**config.mk**
```make
export PLATFORM = sky130hd
export DESIGN_NAME = uart_cmd_bridge
export DESIGN_NICKNAME = d
export VERILOG_FILES = /design/src/rtl/uart_cmd_bridge.sv
export SDC_FILE = /design/constraint.sdc
export NUM_CORES = 1
export LEC_CHECK = 0
export BUFFER_PORTS_ARGS = -buffer_cell sky130_fd_sc_hd__buf_2
export CAP_MARGIN = 20
export CORE_MARGIN = 2
export CORE_UTILIZATION = 55
export DETAILED_ROUTE_END_ITERATION = 8
export HOLD_SLACK_MARGIN = 0.02
export MAX_ROUTING_LAYER = met4
export PLACE_DENSITY = 0.77
export SYNTH_ARGS = -nofsm -noshare
export SYNTH_HDL_FRONTEND = slang
export SYNTH_SLANG_ARGS = --single-unit
```
**constraint.sdc**
```tcl
create_clock -name CLK -period 4.1 [get_ports CLK]
set_clock_uncertainty 0.1 [all_clocks]
set_input_delay 0.205 -clock CLK [delete_from_list [all_inputs] [get_ports CLK]]
set_output_delay 0.205 -clock CLK [all_outputs]
set_load 0.005 [all_outputs]
```
**src/rtl/uart_cmd_bridge.sv**
```systemverilog
// Byte-frame command bridge between a UART wrapper's RX/TX FIFOs and a req/ack register bus.
// Define UART_CMD_BRIDGE_STATUS_EN to add the one-byte 'S' status frame (read and clear err_cnt).
module uart_cmd_bridge #(
   parameter logic [23:0] FRAME_TO = 24'd1200000,
   parameter logic [7:0]  BUS_TO   = 8'd64
) (
   input  logic       CLK,
   input  logic       rst,
   input  logic [7:0] uart_rx_data,
   input  logic       uart_rx_empty,
   output logic       uart_rden,
   output logic [7:0] uart_tx_data,
   output logic       uart_wren,
   input  logic       uart_tx_full,
   output logic [7:0] bus_addr,
   output logic [7:0] bus_wdata,
   output logic       bus_we,
   output logic       bus_req,
   input  logic [7:0] bus_rdata,
   input  logic       bus_ack,
   output logic       busy,
   output logic [7:0] err_cnt
);

   localparam logic [7:0] CmdWrite  = 8'h57;
   localparam logic [7:0] CmdRead   = 8'h52;
   localparam logic [7:0] RspAck    = 8'h06;
   localparam logic [7:0] RspNak    = 8'h15;
`ifdef UART_CMD_BRIDGE_STATUS_EN
   localparam logic [7:0] CmdStatus = 8'h53;
`endif

   typedef enum logic [2:0] {StIdle, StAddr, StData, StBus, StResp} state_e;

   state_e      state_q, state_d;
   logic        is_write_q, is_write_d;
   logic        clr_err_q, clr_err_d;
   logic        guard_q;
   logic [7:0]  addr_q, addr_d;
   logic [7:0]  wdata_q, wdata_d;
   logic [7:0]  resp_q, resp_d;
   logic [7:0]  tx_hold_q, tx_hold_d;
   logic [7:0]  err_q, err_d;
   logic        req_q, req_d;
   logic        we_q, we_d;
   logic [23:0] frame_cnt_q, frame_cnt_d;
   logic [7:0]  bus_cnt_q, bus_cnt_d;
   logic        take;
   logic        push;
   logic        err_inc;

   // A byte is consumed in the same cycle rden is high; the guard skips the following cycle.
   assign take = (state_q == StIdle || state_q == StAddr || state_q == StData) &&
                 !uart_rx_empty && !guard_q;
   assign push = (state_q == StResp) && !uart_tx_full;

   assign uart_rden    = take;
   assign uart_wren    = push;
   assign uart_tx_data = push ? resp_q : tx_hold_q;
   assign bus_addr     = addr_q;
   assign bus_wdata    = wdata_q;
   assign bus_we       = we_q;
   assign bus_req      = req_q;
   assign busy         = (state_q != StIdle);
   assign err_cnt      = err_q;

   always_comb begin
      state_d     = state_q;
      is_write_d  = is_write_q;
      clr_err_d   = clr_err_q;
      addr_d      = addr_q;
      wdata_d     = wdata_q;
      resp_d      = resp_q;
      tx_hold_d   = tx_hold_q;
      req_d       = req_q;
      we_d        = we_q;
      frame_cnt_d = frame_cnt_q;
      bus_cnt_d   = bus_cnt_q;
      err_d       = err_q;
      err_inc     = 1'b0;
      case (state_q)
         StIdle: begin
            if (take) begin
               frame_cnt_d = '0;
               clr_err_d   = 1'b0;
               if (uart_rx_data == CmdWrite) begin
                  is_write_d = 1'b1;
                  state_d    = StAddr;
               end else if (uart_rx_data == CmdRead) begin
                  is_write_d = 1'b0;
                  state_d    = StAddr;
`ifdef UART_CMD_BRIDGE_STATUS_EN
               end else if (uart_rx_data == CmdStatus) begin
                  resp_d    = err_q;
                  clr_err_d = 1'b1;
                  state_d   = StResp;
`endif
               end else begin
                  resp_d  = RspNak;
                  err_inc = 1'b1;
                  state_d = StResp;
               end
            end
         end
         StAddr: begin
            if (take) begin
               addr_d      = uart_rx_data;
               frame_cnt_d = '0;
               if (is_write_q) begin
                  state_d = StData;
               end else begin
                  state_d   = StBus;
                  req_d     = 1'b1;
                  we_d      = 1'b0;
                  bus_cnt_d = '0;
               end
            end else if (frame_cnt_q == FRAME_TO - 24'd1) begin
               state_d = StIdle;
               err_inc = 1'b1;
            end else begin
               frame_cnt_d = frame_cnt_q + 24'd1;
            end
         end
         StData: begin
            if (take) begin
               wdata_d     = uart_rx_data;
               frame_cnt_d = '0;
               state_d     = StBus;
               req_d       = 1'b1;
               we_d        = 1'b1;
               bus_cnt_d   = '0;
            end else if (frame_cnt_q == FRAME_TO - 24'd1) begin
               state_d = StIdle;
               err_inc = 1'b1;
            end else begin
               frame_cnt_d = frame_cnt_q + 24'd1;
            end
         end
         StBus: begin
            // Ack is tested first so it wins over a timeout expiring in the same cycle.
            if (bus_ack) begin
               req_d   = 1'b0;
               we_d    = 1'b0;
               resp_d  = is_write_q ? RspAck : bus_rdata;
               state_d = StResp;
            end else if (bus_cnt_q == BUS_TO - 8'd1) begin
               req_d   = 1'b0;
               we_d    = 1'b0;
               resp_d  = RspNak;
               err_inc = 1'b1;
               state_d = StResp;
            end else begin
               bus_cnt_d = bus_cnt_q + 8'd1;
            end
         end
         StResp: begin
            if (push) begin
               tx_hold_d = resp_q;
               state_d   = StIdle;
               if (clr_err_q) begin
                  err_d = '0;
               end
            end
         end
         default: state_d = StIdle;
      endcase
      if (err_inc && err_q != 8'hFF) begin
         err_d = err_q + 8'd1;
      end
   end

   always_ff @(posedge CLK or posedge rst) begin
      if (rst) begin
         state_q     <= StIdle;
         is_write_q  <= 1'b0;
         clr_err_q   <= 1'b0;
         guard_q     <= 1'b1;  // keeps rden low while reset is held
         addr_q      <= '0;
         wdata_q     <= '0;
         resp_q      <= '0;
         tx_hold_q   <= '0;
         err_q       <= '0;
         req_q       <= 1'b0;
         we_q        <= 1'b0;
         frame_cnt_q <= '0;
         bus_cnt_q   <= '0;
      end else begin
         state_q     <= state_d;
         is_write_q  <= is_write_d;
         clr_err_q   <= clr_err_d;
         guard_q     <= take;
         addr_q      <= addr_d;
         wdata_q     <= wdata_d;
         resp_q      <= resp_d;
         tx_hold_q   <= tx_hold_d;
         err_q       <= err_d;
         req_q       <= req_d;
         we_q        <= we_d;
         frame_cnt_q <= frame_cnt_d;
         bus_cnt_q   <= bus_cnt_d;
      end
   end

endmodule

```
==> out/qor.csv, run 1 <==
stage;metric;value;unit
synthesis;FFs w/ async S/R, synth;100;%
cells_and_area;filler instances;595;
worst_setup_path;required time worst endpoint;3.80;ns
synthesis;Yosys cell types;66;
floorplan;DIE HEIGHT;90.5;microns
cts;CTS buffer count;9;
synthesis;combinational family with the most area after synthesis;simple AND/OR/NAND/NOR gates;
synthesis;Avg Cell Area, Syn;10.5;sq um
job;Max-Cap Viols;0;
floorplan;die area;8190;sq um
cts;Worst-Skew Late Latency;0.34;ns
global_route;vias in the first global route;3336;
worst_setup_path;kind of critical path;reg -> out;
synthesis;warnings from Yosys;0;
route;DR top layer;met4;
synthesis;xor/xnor share of the synthesized area;2.55;%
timing;final-report hold violation count;0;
cells_and_area;share of cells above drive strength 1;27.7;%
global_route;largest net degree at the start of global routing;59;
synthesis;post-synth top area cell;dfrtp_1;
floorplan;Chip Width;90.5;microns
timing;RSZ-0062 raised after global routing;false;
route;met1 wire length;3850;microns
placed_design;Final GP Congestion;0.881;
cells_and_area;Layout area overhead;16.8;%
global_route;Congestion Overflow GR;0;
placed_design;detailed placer's ending HPWL;6200;microns
placed_design;Placed Instances;537;
floorplan;Rows;31;
global_route;first-pass GRT wire length;15600;microns
timing;Setup violations, final;0;
cts;TritonCTS clock tree;done;
floorplan;starting density of the core;56.8;%
route;final WL;8980;microns
cts;setup bufs post-CTS;0;
synthesis;register area share after synthesis;48.0;%
synthesis;Yosys top cell area share;47.4;%
route;DRC viols;0;
worst_setup_path;critical path arrival;2.59;ns
worst_setup_path;Critical Path Sink Type;output pin;
timing;Setup WS post-layout;1.20;ns
worst_setup_path;crit-path max FO;17;
route;DRT iter0 DRCs;208;
power_and_ir_drop;power consumption;1.77;mW
route;Via density;5.96;
route;drt wl/cell;15.9;microns
power_and_ir_drop;PwrDens;368;nW/um^2
timing;slew margin rel.;30.7;%
floorplan;io pins;58;
route;Pre-antenna DRT Iters;4;
cells_and_area;final core occ;66.3;%
timing;Pins Over Slew Limit;0;
outcome;status;complete, no violations;
cells_and_area;NumNets Final;486;
synthesis;Most used DFF post-synth;dfrtp_1;
route;WL met2;4690;microns
placed_design;Setup WS pre-CTS;1.36;ns
synthesis;Mapped Nets;417;
power_and_ir_drop;Max VDD drop;0.243;mV
cells_and_area;ANT cells;0;
synthesis;Cell Area, Synth;4120;sq um
worst_hold_path;worst min path class;in -> reg;
floorplan;core area;7250;sq um
synthesis;simple-gate share of the synthesized area;21.1;%
synthesis;Synth Register Bits;79;
route;routed vias;3369;
route;DRT antenna net count;0;
cts;CTS H-tree depth;3;
worst_setup_path;crit start category;flip-flop;
timing;Tmin final;2.90;ns
timing;Setup TNS;0;ns
timing;fin crit share;70.6;%
cells_and_area;final cell count without fillers;565;
timing;Max Clock Freq;345;MHz
synthesis;Synth area leaders;dfrtp_1, mux2_2, o31ai_1;
cts;Clock Pin Slew Worst Setup and Hold Paths;0.08;ns
timing;Least-Margin Pin Slew;1.03;ns
global_route;initial antenna violation count;0;
synthesis;Post-synth EDFFs;0;
synthesis;post-synthesis mux area share;10.1;%
power_and_ir_drop;leakage;2.17;nW
placed_design;PortBufs;57;
cts;Num Clock Sinks;79;
synthesis;Mapped Cells;393;
synthesis;Synth Area in Adders;0.912;%
cts;root buf cell;clkbuf_8;
cts;Max Root-Sink Buffers;2;
global_route;GRT Util Overall;23.8;%
synthesis;Synth Area in Compound Gates;14.3;%
route;met3 routed WL;332;microns
## per-layer routing
layer,vias up,global-route usage (%)
met2,67,39.5
met3,12,3.92
met5,-,-
li1,1625,-
met4,0,6.79
met1,1665,30.3
## cell families (layout without fill, tap and decap cells)
logic type,after synthesis,after routing
xor+xnor,12,12
buf+inv,23,96
simple gates,152,152
flops,79,79
mux,37,37
compound gates,87,87
fa+ha+maj,3,3
## worst paths after layout
check	start	to	slack (ns)	cells after the start
worst max-delay path	state_q[2]	uart_tx_data[2]	1.20	4
worst min-delay path	bus_rdata[1]	resp_q[1]	0.03	3
worst max register to register	frame_cnt_q[15]	frame_cnt_q[15]	1.35	6
worst min register to register	err_cnt[5]	err_cnt[5]	0.39	1
max in group asynchronous	rst	bus_cnt_q[1]	2.50	4
min in group asynchronous	rst	bus_wdata[3]	0.31	3
## area by class of cell
cell class	count	area (sq um)	share of cell area [%]
Clock buffer	9	124	2.58
Clock inverter	6	86.3	1.80
Tap cell	99	124	2.58
Timing Repair Buffer	73	438	9.11
Sequential cell	79	1980	41.1
Multi-Input combinational cell	291	2030	42.2
Inverter	8	30.0	0.625
## Yosys cell counts (all sizes together) (5+ instances only)
master / n
nor4: 8
clkbuf: 7
o21ai: 22
nand2b: 7
nor3: 9
and4: 5
nor2: 21
xnor2: 8
a22o: 5
nand4: 7
mux2i: 5
nand2: 33
o31ai: 19
a21oi: 17
a21boi: 5
or3: 5
inv: 8
mux2: 32
or4: 15
dfrtp: 78
buf: 7
nand3: 23
## registers in the layout, indices dropped and copies added (netlist names), 3 cells and up
signal / count
bus_addr: 8
frame_cnt_q: 24
state_q: 3
bus_wdata: 8
tx_hold_q: 8
bus_cnt_q: 8
err_cnt: 8
resp_q: 8
## power by group
group / switching (mW) / internal (mW)
Clock: 0.281 / 0.338
Combinational: 0.154 / 0.120
Sequential: 0.0545 / 0.822
## metrics by stage
step | hold slack (ns) | cell area (sq um)
final | 0.0331 | 4810
after global routing | 0.0319 | 4810
after global placement | 0.144 | 4470
after detailed placement | 0.142 | 4470
after floorplan | 0.238 | 4120
after CTS | 0.0272 | 4810
## worst max-delay path, stage by stage (launching register included)
cell	delay (ns)
dfrtp_1	0.59
inv_1	0.22
nor4_4	0.87
mux2_2	0.43
buf_2	0.13
## what timing repair did
item                      4_1_cts  5_1_grt
hold buffers                   13        0
gates resized for setup         0        0
hold endpoints to repair       37        0
## placed cells by master (no fill, tap or decap), types with 8 or more instances in the layout
cell type,synthesis,routed
xnor2_1,8,8
nand2_1,33,33
o21ai_0,16,16
nand3_1,23,23
mux2_2,31,31
a21oi_1,17,17
o31ai_1,19,18
dlygate4sd3_1,0,13
buf_2,0,57
dfrtp_1,78,78
or4_1,8,8
nor2_1,20,20
nor3_1,8,8
clkbuf_8,0,9
Note: power is estimated with default switching activity, not from simulation.
==> inputs of run 2 (changes only) <==
clock period = 2.9 ns   (was 4.1 ns; I/O delays follow)
==> run 2 against run 1 <==
Die area unchanged. Power increased by 43%. Sequential cell count unchanged. Combinational power increased by 45%. Sequential share of layout area decreased by 0.74 points. Design area increased by 1.8%. Global-route usage increased by 1.1 points. Clock-buffer cell count increased by 2. First-iteration DRC count decreased by 18%. Critical endpoint is now err_cnt[1].
==> out/qor.csv, run 2 (same netlist as run 1, synthesis figures left out) <==
stage;metric;value;unit
timing;slew margin rel.;30.0;%
cts;CTS buffer count;9;
cts;Post-CTS Resized;0;
placed_design;Final GP Congestion;0.866;
outcome;status;complete, no violations;
worst_setup_path;FF-to-FF Start;frame_cnt_q[13];
timing;final-report hold violation count;0;
power_and_ir_drop;PwrDens;515;nW/um^2
power_and_ir_drop;switching power;0.696;mW
global_route;GRT Util Overall;24.9;%
cts;Num Clock Sinks;79;
worst_hold_path;worst min path class;in -> reg;
power_and_ir_drop;Max VDD drop;0.379;mV
power_and_ir_drop;Pint;1.83;mW
cts;TritonCTS clock tree;done;
worst_setup_path;FF-to-FF End;err_cnt[1];
global_route;first-pass GRT wire length;16200;microns
cells_and_area;NumNets Final;494;
worst_setup_path;crit-path max cell delay;0.73;ns
route;DRT iter0 DRCs;170;
power_and_ir_drop;sequential power share;49.2;%
worst_hold_path;Hold Crit Endpoint;state_q[0];
worst_setup_path;critical path arrival;2.81;ns
worst_setup_path;crit path buf inv count;2;
floorplan;Chip Width;90.5;microns
floorplan;DIE HEIGHT;90.5;microns
route;DRT antenna net count;0;
placed_design;PortBufs;57;
timing;RSZ-0062 raised after global routing;false;
global_route;largest net degree at the start of global routing;39;
placed_design;Setup WS pre-CTS;0.305;ns
route;drt wl/cell;16.3;microns
cts;setup bufs post-CTS;0;
timing;Setup WS post-layout;0.230;ns
floorplan;starting density of the core;56.8;%
floorplan;io pins;58;
timing;Pins Over Slew Limit;0;
cells_and_area;share of cells above drive strength 1;27.6;%
route;routed vias;3384;
worst_setup_path;flop-to-flop setup slack;0.29;ns
cts;root buf cell;clkbuf_8;
route;Via density;5.90;
timing;Least-Margin Pin Slew;1.04;ns
cells_and_area;most frequent cells in the layout;dfrtp_1, buf_2, nand2_1, mux2_2, nand3_1;
floorplan;Rows;31;
timing;Tmin final;2.67;ns
cells_and_area;final cell count without fillers;574;
timing;Max Clock Freq;374;MHz
floorplan;core area;7250;sq um
cts;CTS H-tree depth;3;
global_route;initial antenna violation count;0;
timing;Setup violations, final;0;
worst_hold_path;HP Start;uart_rx_empty;
cells_and_area;Layout area overhead;18.9;%
timing;fin crit share;92.1;%
cells_and_area;ANT cells;0;
worst_hold_path;Hold Path Stages;4;
cells_and_area;commonest non-fill, non-tap cell in the layout;dfrtp_1;
cells_and_area;number of flip-flops in the largest register;24;
cts;Clock Pin Slew Worst Setup and Hold Paths;0.07;ns
cts;Max Root-Sink Buffers;2;
global_route;Congestion Overflow GR;0;
worst_setup_path;reg2reg path depth;6;
worst_setup_path;Critical Path Slowest Stage Cell;o311ai_0;
power_and_ir_drop;Gate power share;15.7;%
worst_setup_path;kind of critical path;in -> reg;
placed_design;Placed Instances;540;
power_and_ir_drop;leakage;2.21;nW
route;DRC viols;0;
power_and_ir_drop;Clk network pwr share;35.1;%
worst_setup_path;required time worst endpoint;3.03;ns
worst_setup_path;Critical Path Sink Type;flip-flop;
job;Max-Cap Viols;0;
route;Pre-antenna DRT Iters;4;
timing;Setup TNS;0;ns
cts;Worst-Skew Late Latency;0.35;ns
worst_setup_path;CP delay by family, top;compound AO/OA/AOI/OAI gates;
cts;hold-fix buffers at CTS;18;
power_and_ir_drop;Sw Share;27.6;%
route;final WL;9330;microns
cells_and_area;Biggest register;frame_cnt_q;
floorplan;die area;8190;sq um
global_route;vias in the first global route;3342;
placed_design;detailed placer's ending HPWL;6300;microns
worst_setup_path;crit start category;input pin;
worst_setup_path;crit-path max FO;7;
worst_setup_path;Critical Path, Cell by Cell;dlygate4sd3_1, buf_2, nand4bb_1, o311ai_0, o31ai_1, o21ai_2, mux2_4;
## run 2: cell types whose count changed in the layout (fill, tap and decap cells not counted), sizes merged
cell and change:
clkinv -2, clkbuf +2, dlygate4sd3 +5, buf +3, inv +1
## run 2: power by group through the flow
stage          clock network (mW)  logic (mW)  registers, mW
6_report                    0.886       0.395           1.24
4_1_cts                     0.899       0.398           1.24
2_1_floorplan                   0       0.247           1.25
5_1_grt                     0.948       0.438           1.26
3_3_place_gp                    0       0.368           1.26
3_5_place_dp                    0       0.377           1.26
## run 2: worst max-delay path by stage
stage	to	cells past startpoint	slack, ns	start
6_report	err_cnt[1]	7	0.23	uart_rx_data[7]
5_1_grt	bus_cnt_q[7]	6	0.11	bus_cnt_q[0]
4_1_cts	err_cnt[1]	7	0.26	uart_rx_data[7]
3_5_place_dp	err_cnt[1]	6	0.31	frame_cnt_q[13]
3_3_place_gp	err_cnt[1]	6	0.35	frame_cnt_q[13]
2_1_floorplan	err_cnt[1]	6	0.49	frame_cnt_q[13]
## run 2: final cells by class
type | count | area (sq um)
clock buffer | 11 | 131
clock inverter | 5 | 81.3
fill | 548 | 2360
inverter | 8 | 30.0
multi-input combinational | 291 | 2030
sequential | 79 | 1980
tap | 99 | 124
timing repair buffer | 81 | 523
## run 2: worst min-delay path: cells and delay by family
family | cells | cell delay (ns)
AND/OR/NAND/NOR | 2 | 0.15
buffers and inverters | 1 | 0.13
AO/OA/AOI/OAI | 1 | 0.08
## run 2: stage by stage
stage | util [%] | hold WS (ns) | total power [mW] | instance area (sq um)
2_1_floorplan | - | 0.178 | 1.49 | 4120
3_3_place_gp | 62.1 | 0.127 | 1.63 | 4500
3_5_place_dp | 62.1 | 0.125 | 1.64 | 4500
4_1_cts | 67.5 | 0.0943 | 2.54 | 4900
5_1_grt | 67.5 | 0.117 | 2.64 | 4900
6_report | 67.5 | 0.0981 | 2.52 | 4900
## run 2: routing by layer
metal / track usage (%) / vias to the layer above / part of all wire (%)
met5: - / - / 0
met4: 7.69 / 0 / 2.1
met3: 4.92 / 21 / 3.6
met2: 40.0 / 83 / 51
met1: 32.1 / 1645 / 43
li1: - / 1635 / -
